**src/rtl/fetch_sequencer.sv**
```systemverilog
// Instruction fetch sequencer: issues one memory read per Start, loads IR and the
// next PC, applies branch/jump redirects, and flags (sticky) fetch timeouts.
module fetch_sequencer #(
  parameter int TIMEOUT = 15,
  parameter int PC_INC  = 2
) (
  input  logic        CLK,
  input  logic        Reset,
  input  logic        Start,
  input  logic        Redirect,
  input  logic [15:0] RedirectAddr,
  input  logic [15:0] PCIn,
  input  logic [15:0] MemRdata,
  input  logic        MemReady,
  output logic [15:0] MemAddr,
  output logic        MemRead,
  output logic [15:0] PCNext,
  output logic        PCWrite,
  output logic [15:0] IR,
  output logic        IRValid,
  output logic        Busy,
  output logic        Fault
);

  localparam int CW = (TIMEOUT < 16) ? 4 : $clog2(TIMEOUT + 1);
  localparam logic [CW-1:0] CNT_LAST = CW'(TIMEOUT - 1);
  localparam logic [15:0]   INC      = 16'(PC_INC);

  typedef enum logic [1:0] {
    S_IDLE   = 2'd0,
    S_WAIT   = 2'd1,
    S_UPDATE = 2'd2,
    S_REDIR  = 2'd3
  } state_t;

  state_t          state_q;
  logic [15:0]     mem_addr_q;
  logic            mem_read_q;
  logic [15:0]     pc_next_q;
  logic            pc_write_q;
  logic [15:0]     ir_q;
  logic            ir_valid_q;
  logic            fault_q;
  logic [CW-1:0]   wait_cnt_q;
  logic [15:0]     pc_inc_d;

  // Sequential address wraps modulo 2^16 by construction of the 16-bit add.
  assign pc_inc_d = mem_addr_q + INC;

  always_ff @(posedge CLK) begin
    if (Reset) begin
      state_q    <= S_IDLE;
      mem_addr_q <= '0;
      mem_read_q <= 1'b0;
      pc_next_q  <= '0;
      pc_write_q <= 1'b0;
      ir_q       <= '0;
      ir_valid_q <= 1'b0;
      fault_q    <= 1'b0;
      wait_cnt_q <= '0;
    end else begin
      pc_write_q <= 1'b0;
      ir_valid_q <= 1'b0;
      case (state_q)
        S_IDLE: begin
          if (Redirect) begin
            pc_next_q  <= RedirectAddr;
            pc_write_q <= 1'b1;
            state_q    <= S_REDIR;
          end else if (Start) begin
            mem_addr_q <= PCIn;
            wait_cnt_q <= '0;
            mem_read_q <= 1'b1;
            state_q    <= S_WAIT;
          end
        end
        S_WAIT: begin
          // Ready is tested before the timeout so a last-cycle response still succeeds.
          if (MemReady) begin
            ir_q       <= MemRdata;
            pc_next_q  <= pc_inc_d;
            mem_read_q <= 1'b0;
            pc_write_q <= 1'b1;
            ir_valid_q <= 1'b1;
            state_q    <= S_UPDATE;
          end else if (wait_cnt_q == CNT_LAST) begin
            fault_q    <= 1'b1;
            mem_read_q <= 1'b0;
            state_q    <= S_IDLE;
          end else begin
            wait_cnt_q <= wait_cnt_q + 1'b1;
          end
        end
        S_UPDATE: state_q <= S_IDLE;
        S_REDIR:  state_q <= S_IDLE;
        default:  state_q <= S_IDLE;
      endcase
    end
  end

  assign MemAddr = mem_addr_q;
  assign MemRead = mem_read_q;
  assign PCNext  = pc_next_q;
  assign PCWrite = pc_write_q;
  assign IR      = ir_q;
  assign IRValid = ir_valid_q;
  assign Busy    = (state_q != S_IDLE);
  assign Fault   = fault_q;

endmodule

```
**config.mk**
```make
export PLATFORM = sky130hd
export DESIGN_NAME = fetch_sequencer
export DESIGN_NICKNAME = d
export VERILOG_FILES = /design/src/rtl/fetch_sequencer.sv
export SDC_FILE = /design/constraint.sdc
export NUM_CORES = 1
export LEC_CHECK = 0
export CELL_PAD_IN_SITES_DETAIL_PLACEMENT = 0
export CELL_PAD_IN_SITES_GLOBAL_PLACEMENT = 1
export CORE_MARGIN = 2
export CORE_UTILIZATION = 33
export CTS_BUF_LIST = sky130_fd_sc_hd__clkbuf_8 sky130_fd_sc_hd__clkbuf_16
export DETAILED_ROUTE_END_ITERATION = 12
export PLACE_DENSITY = 0.95
export SLEW_MARGIN = 30
export SYNTH_ARGS = -nofsm -noshare
export SYNTH_HDL_FRONTEND = slang
export SYNTH_SLANG_ARGS = --single-unit
```
**constraint.sdc**
```tcl
create_clock -name CLK -period 2.8 [get_ports CLK]
set_clock_uncertainty 0.05 [all_clocks]
set_input_delay 0.28 -clock CLK [delete_from_list [all_inputs] [get_ports CLK]]
set_output_delay 0.28 -clock CLK [all_outputs]
set_load 0.02 [all_outputs]
```
== After elaboration in Yosys (flattened, before gate mapping) ==
Cells that the tools add are included.
Cells by class
  bitwise logic cells: 3
  reduce and logical (&&, ||, !) cells: 12
  $add $sub $neg: 2
  equal/unequal tests: 12
  mux-type cells: 21
Operators with widths (count)
  16-bit 2-to-1 mux: 2
  16-bit case mux with 2 select lines: 1
  16-bit by 2-bit adder with 16-bit output, second input constant: 1
  4-bit 2-to-1 mux: 4
  2-bit != test, second input constant: 6
  3-bit AND reduction: 3
  2-bit 2-to-1 mux: 4
  4-bit case mux with 2 select lines: 1
  1-bit 2-to-1 mux: 6
  3-bit != test, second input constant: 2
  2-bit case mux with 3 select lines: 1
  5-bit AND reduction: 1
  4-bit by 1-bit adder with 4-bit output, second input constant: 1
  2-bit equality test, second input constant: 2
  4-bit equality test, second input constant: 1
  1-bit case mux with 2 select lines: 2
  2-bit AND reduction: 2
  4-bit AND reduction: 1
  2-bit nonzero test: 2
  2-bit OR reduction: 2
  1-bit inverter: 3
  2-bit by 1-bit equality test with 1-bit output, second input constant: 1
  2-bit zero test: 1
Word-level totals
  input bits: 53
  word-level logic and storage cells: 59
  flip-flop bits (word level): 58
  output and inout port bits: 53

== Depth between registers and ports, before layout ==
  word-level depth: 4
  mapped depth: 9

== Worst setup path before layout ==
OpenSTA, ideal clock, no wires.
  path kind: register -> register
  from: register mem_addr_q[1] (netlist: MemAddr[1])
  to: register pc_next_q[7] (netlist: PCNext[7])
  slack: 1.047 ns
  cell stages (with the launch flop): 6
  period minus slack after synthesis: 1.753 ns
  arrival: 1.645 ns
  setup time: 0.058 ns
  data required time: 2.692 ns
  path through: dfxtp_1 ha_1 nand3_1 or3_1 a311oi_1 a31o_2
On the way
  word-level cells in the longest chain between the ends: 3
RTL lines
  start: declaration: RTL line 37  | logic [15:0] mem_addr_q;
  start signal: assignment: RTL line 71  | mem_addr_q <= PCIn;
  16-bit by 2-bit adder with 16-bit output: RTL line 48  | assign pc_inc_d = mem_addr_q + INC;
  16-bit 2-to-1 mux: RTL line 79  | if (MemReady) begin
  16-bit case mux with 2 select lines: RTL line 64  | case (state_q)
  end signal: assignment: RTL line 67  | pc_next_q <= RedirectAddr;
  end signal: assignment: RTL line 81  | pc_next_q <= pc_inc_d;
  end: declaration: RTL line 39  | logic [15:0] pc_next_q;
No other way between the ends. The select of a mux whose other input is x is not followed.
A chain may end at the register's enable or synchronous reset.

== Worst setup path after layout ==
  from: register state_q[0]
  to: register pc_next_q[9] (netlist: PCNext[9])
On the way
  word-level cells in the longest chain between the ends: 3
  elaborated cells on any way between the ends: 7
  those cells by class: eq/ne: 3; mux: 1; reduce/logical: 3
RTL lines
  start: declaration: RTL line 36  | state_t state_q;
  start signal: assignment: RTL line 52  | state_q <= S_IDLE;
  start signal: assignment: RTL line 69  | state_q <= S_REDIR;
  start signal: assignment: RTL line 74  | state_q <= S_WAIT;
  2-bit by 1-bit equality test with 1-bit output / 2-bit zero test (equally long branches): RTL line 64
  2-bit != test (no source line) / 2-bit nonzero test (equally long branches)
  3-bit AND reduction (no source line)
Parallel ways exist; a longest one is shown, timed or not.

==> summary.md <==
| Metric | Value |
|---|---|
| Status | completed |
| Clk_lat worst skew | 330 ps |
| Leak Pwr | 1.38 nW |
| Boundary Pins | 106 |
| 1st-iter DRT viols | 147 |
| Final Hold Vio Count | 0 |
| Antenna Nets Post-Route | 0 |
| Hold-fix buffers, CTS | 0 |
| Clock share of power | 34.4% |
| Max rail drop VDD | 0.205 mV |
| Hold WC Path Type | in -> reg |
| H-tree depth | 3 |
| Post-route cell area | 3870 um2 |
| Comb pwr share | 20.6% |
| Setup Viol. Count Final | 0 |
| Ys flop type | dfxtp_1 |
| Die Span X | 92.7 um |
| Gr usage total | 19.3% |
| RSZ-0062 raised after global routing | false |
| Fmax | 464 MHz |
| Clk pin slew, worst setup/hold paths | 70 ps |
| Post-route setup TNS | 0 ps |
| Final Cycle Share | 76.9% |
| WS Path Type | reg -> reg |
| Worst Path Required | 2970 ps |
| # diodes | 0 |
| Core area | 7690 um2 |
| Crit-path max FO | 17 |
| Power Internal | 1.47 mW |
| Seq/Total Area, Yosys | 44.7% |
| First-pass DRT Iterations | 4 |
| Post-Syn Area | 2600 um2 |
| Pre-CTS worst setup slack | 472 ps |
| # nets final | 475 |
| Clk buf depth | 2 |
| Placed Area | 3690 um2 |
| Area leader, netlist | dfxtp_1 |
| Max Cap Viol | 0 |
| Share of async-settable or async-resettable flops after synthesis | 0% |
| Number of global-route vias before repair | 2,490 |
| Final WL | 8040 um |
| Pwr dens | 529 nW/um2 |
| Die Footprint | 8600 um2 |
| CTS tree | done |
| # rows | 32 |
| Final GP Congestion | 0.834 |
| Num CTS Buffers | 9 |
| Synth Area per Inst | 8.15 um2 |
| Critical Path Start Type | flop |
| Post-synth EDFFs | 0 |
| Switching power | 0.579 mW |
| Final HPWL DP | 5790 um |
| Fin util | 50.4% |
| Avg WL per Cell | 15.3 um |
| Clock Tree Root | clkbuf_8 |
| Initial antenna violation count | 0 |
| Layout cells sized above 1 | 7.08% |
| Synthesis Warnings | 0 |
| Post-Syn Instances | 319 |
| Largest cells by area after synthesis | dfxtp_1 (45%), nand2_1 (11%), a21oi_1 (7.3%) |
| First-pass GRT wire length | 12,900 um |
| Final Slew Violations | 0 |
| Setup bufs post-CTS | 0 |
| Net count after synthesis | 375 |
| Area Growth Syn to Fin | 49.1% |
| Largest net degree at the start of global routing | 22 |
| Count of cell types in the netlist | 50 |
| Critical Path End Type | flop |
| Worst Tran Pin Value | 711 ps |
| Slew margin rel. | 52.6% |
| Seq pwr share | 45.0% |
| Die height | 92.7 um |
| Via count | 2,621 |
| Drc violations | 0 |
| Post-CTS Resized | 0 |
| Vias/cell | 4.98 |
| Number of port buffers | 105 |
| Hold Slack | 302 ps |
| Sw Share | 28.3% |
| Final worst slack | 646 ps |
| Post-synth top area share | 44.7% |
| Critical Path AT | 2330 ps |
| Post-layout min period | 2150 ps |
| Post-synthesis register bit count | 58 |
| Initial Utilization | 33.8% |
| Sink Count | 58 |
| Overflow after GRT | 0 |
-- power groups by stage --
stage,logic (mW),registers [mW],clock network (mW)
floorplan,0.172,0.981,0
global placement,0.415,0.938,0
detailed placement,0.422,0.939,0
CTS,0.425,0.922,0.721
global route,0.454,0.929,0.776
finish,0.421,0.922,0.705
-- final timing paths --
kind | from | to | slack (ps) | cells past startpoint
max | state_q[0] | PCNext[9] | 650 | 4
max reg2reg | state_q[0] | PCNext[9] | 650 | 4
min reg2reg | IR[13] | IR[13] | 410 | 2
min | Reset | wait_cnt_q[1] | 300 | 2
-- through the flow --
| step | total power [mW] | cells |
|---|---|---|
| 3_5_place_dp | 1.36 | 510 |
| 3_3_place_gp | 1.35 | 510 |
| 4_1_cts | 2.07 | 526 |
| 2_1_floorplan | 1.15 | 319 |
| 6_report | 2.05 | 526 |
| 5_1_grt | 2.16 | 526 |
-- kinds of logic after synthesis --
logic type               count (synthesis)  synth area share [%]
multiplexers                             5                  1.93
AO/OA/AOI/OAI                           74                  18.2
buffers and inverters                   28                  5.39
XOR/XNOR                                 5                  1.69
flip-flops                              58                  44.7
adder cells (fa/ha/maj)                  3                  1.44
AND/OR/NAND/NOR                        146                  26.7
-- metal layers --
metal | track usage (%) | share of wire (%)
met2 | 30.3 | 48
met3 | 5.13 | 5.6
met1 | 25.3 | 45
met5 | 0 | 0
met4 | 7.97 | 1.9
-- flip-flops by register name, indices dropped and copies added, names as in the netlist --
register and flops:
IR 16, MemAddr 16, IRValid 1, MemRead 1, PCNext 16, wait_cnt_q 4
state_q 2, Fault 1, PCWrite 1
-- critical path: stages (launching register included) --
cell,delay (ps)
dfxtp_1,590
mux2i_1,450
or2_1,580
nor2_1,150
a22o_1,230
-- cell usage in the layout (no fill, tap or decap), drive strengths merged, types with 2 or more instances in the layout --
cell / Yosys / final
buf: 11 / 5
nand4: 5 / 5
a32o: 2 / 2
clkinv: 0 / 2
nor2b: 2 / 2
a31oi: 3 / 3
a2111oi: 2 / 2
inv: 8 / 10
a311oi: 3 / 3
nor2: 24 / 24
a211oi: 2 / 2
a31o: 3 / 3
dfxtp: 58 / 58
a22oi: 2 / 2
o21ai: 8 / 8
xnor2: 4 / 4
clkbuf: 9 / 12
ha: 3 / 3
nor4b: 2 / 2
nand2: 75 / 75
nand3: 9 / 9
clkdlybuf4s50: 0 / 104
nor4: 4 / 4
or3: 7 / 7
or2: 2 / 2
nor3: 8 / 8
o22ai: 2 / 2
a22o: 2 / 2
mux2i: 5 / 5
a21oi: 38 / 38
-- Yosys cell counts, drive strengths merged (5+ instances only) --
cell type	instances
or3	7
dfxtp	58
a21oi	38
inv	8
nand2	75
nor3	8
nand3	9
clkbuf	9
o21ai	8
nor2	24
buf	11
mux2i	5
nand4	5
-- area by class of cell --
type                       count  area, um2
fill                         766       3810
multi-input combinational    233       1300
sequential                    58       1160
timing repair buffer         109       1080
clock buffer                  12        165
tap                          102        128
inverter                       8       30.0
clock inverter                 4       17.5
Power figures use the tool's default switching activity.
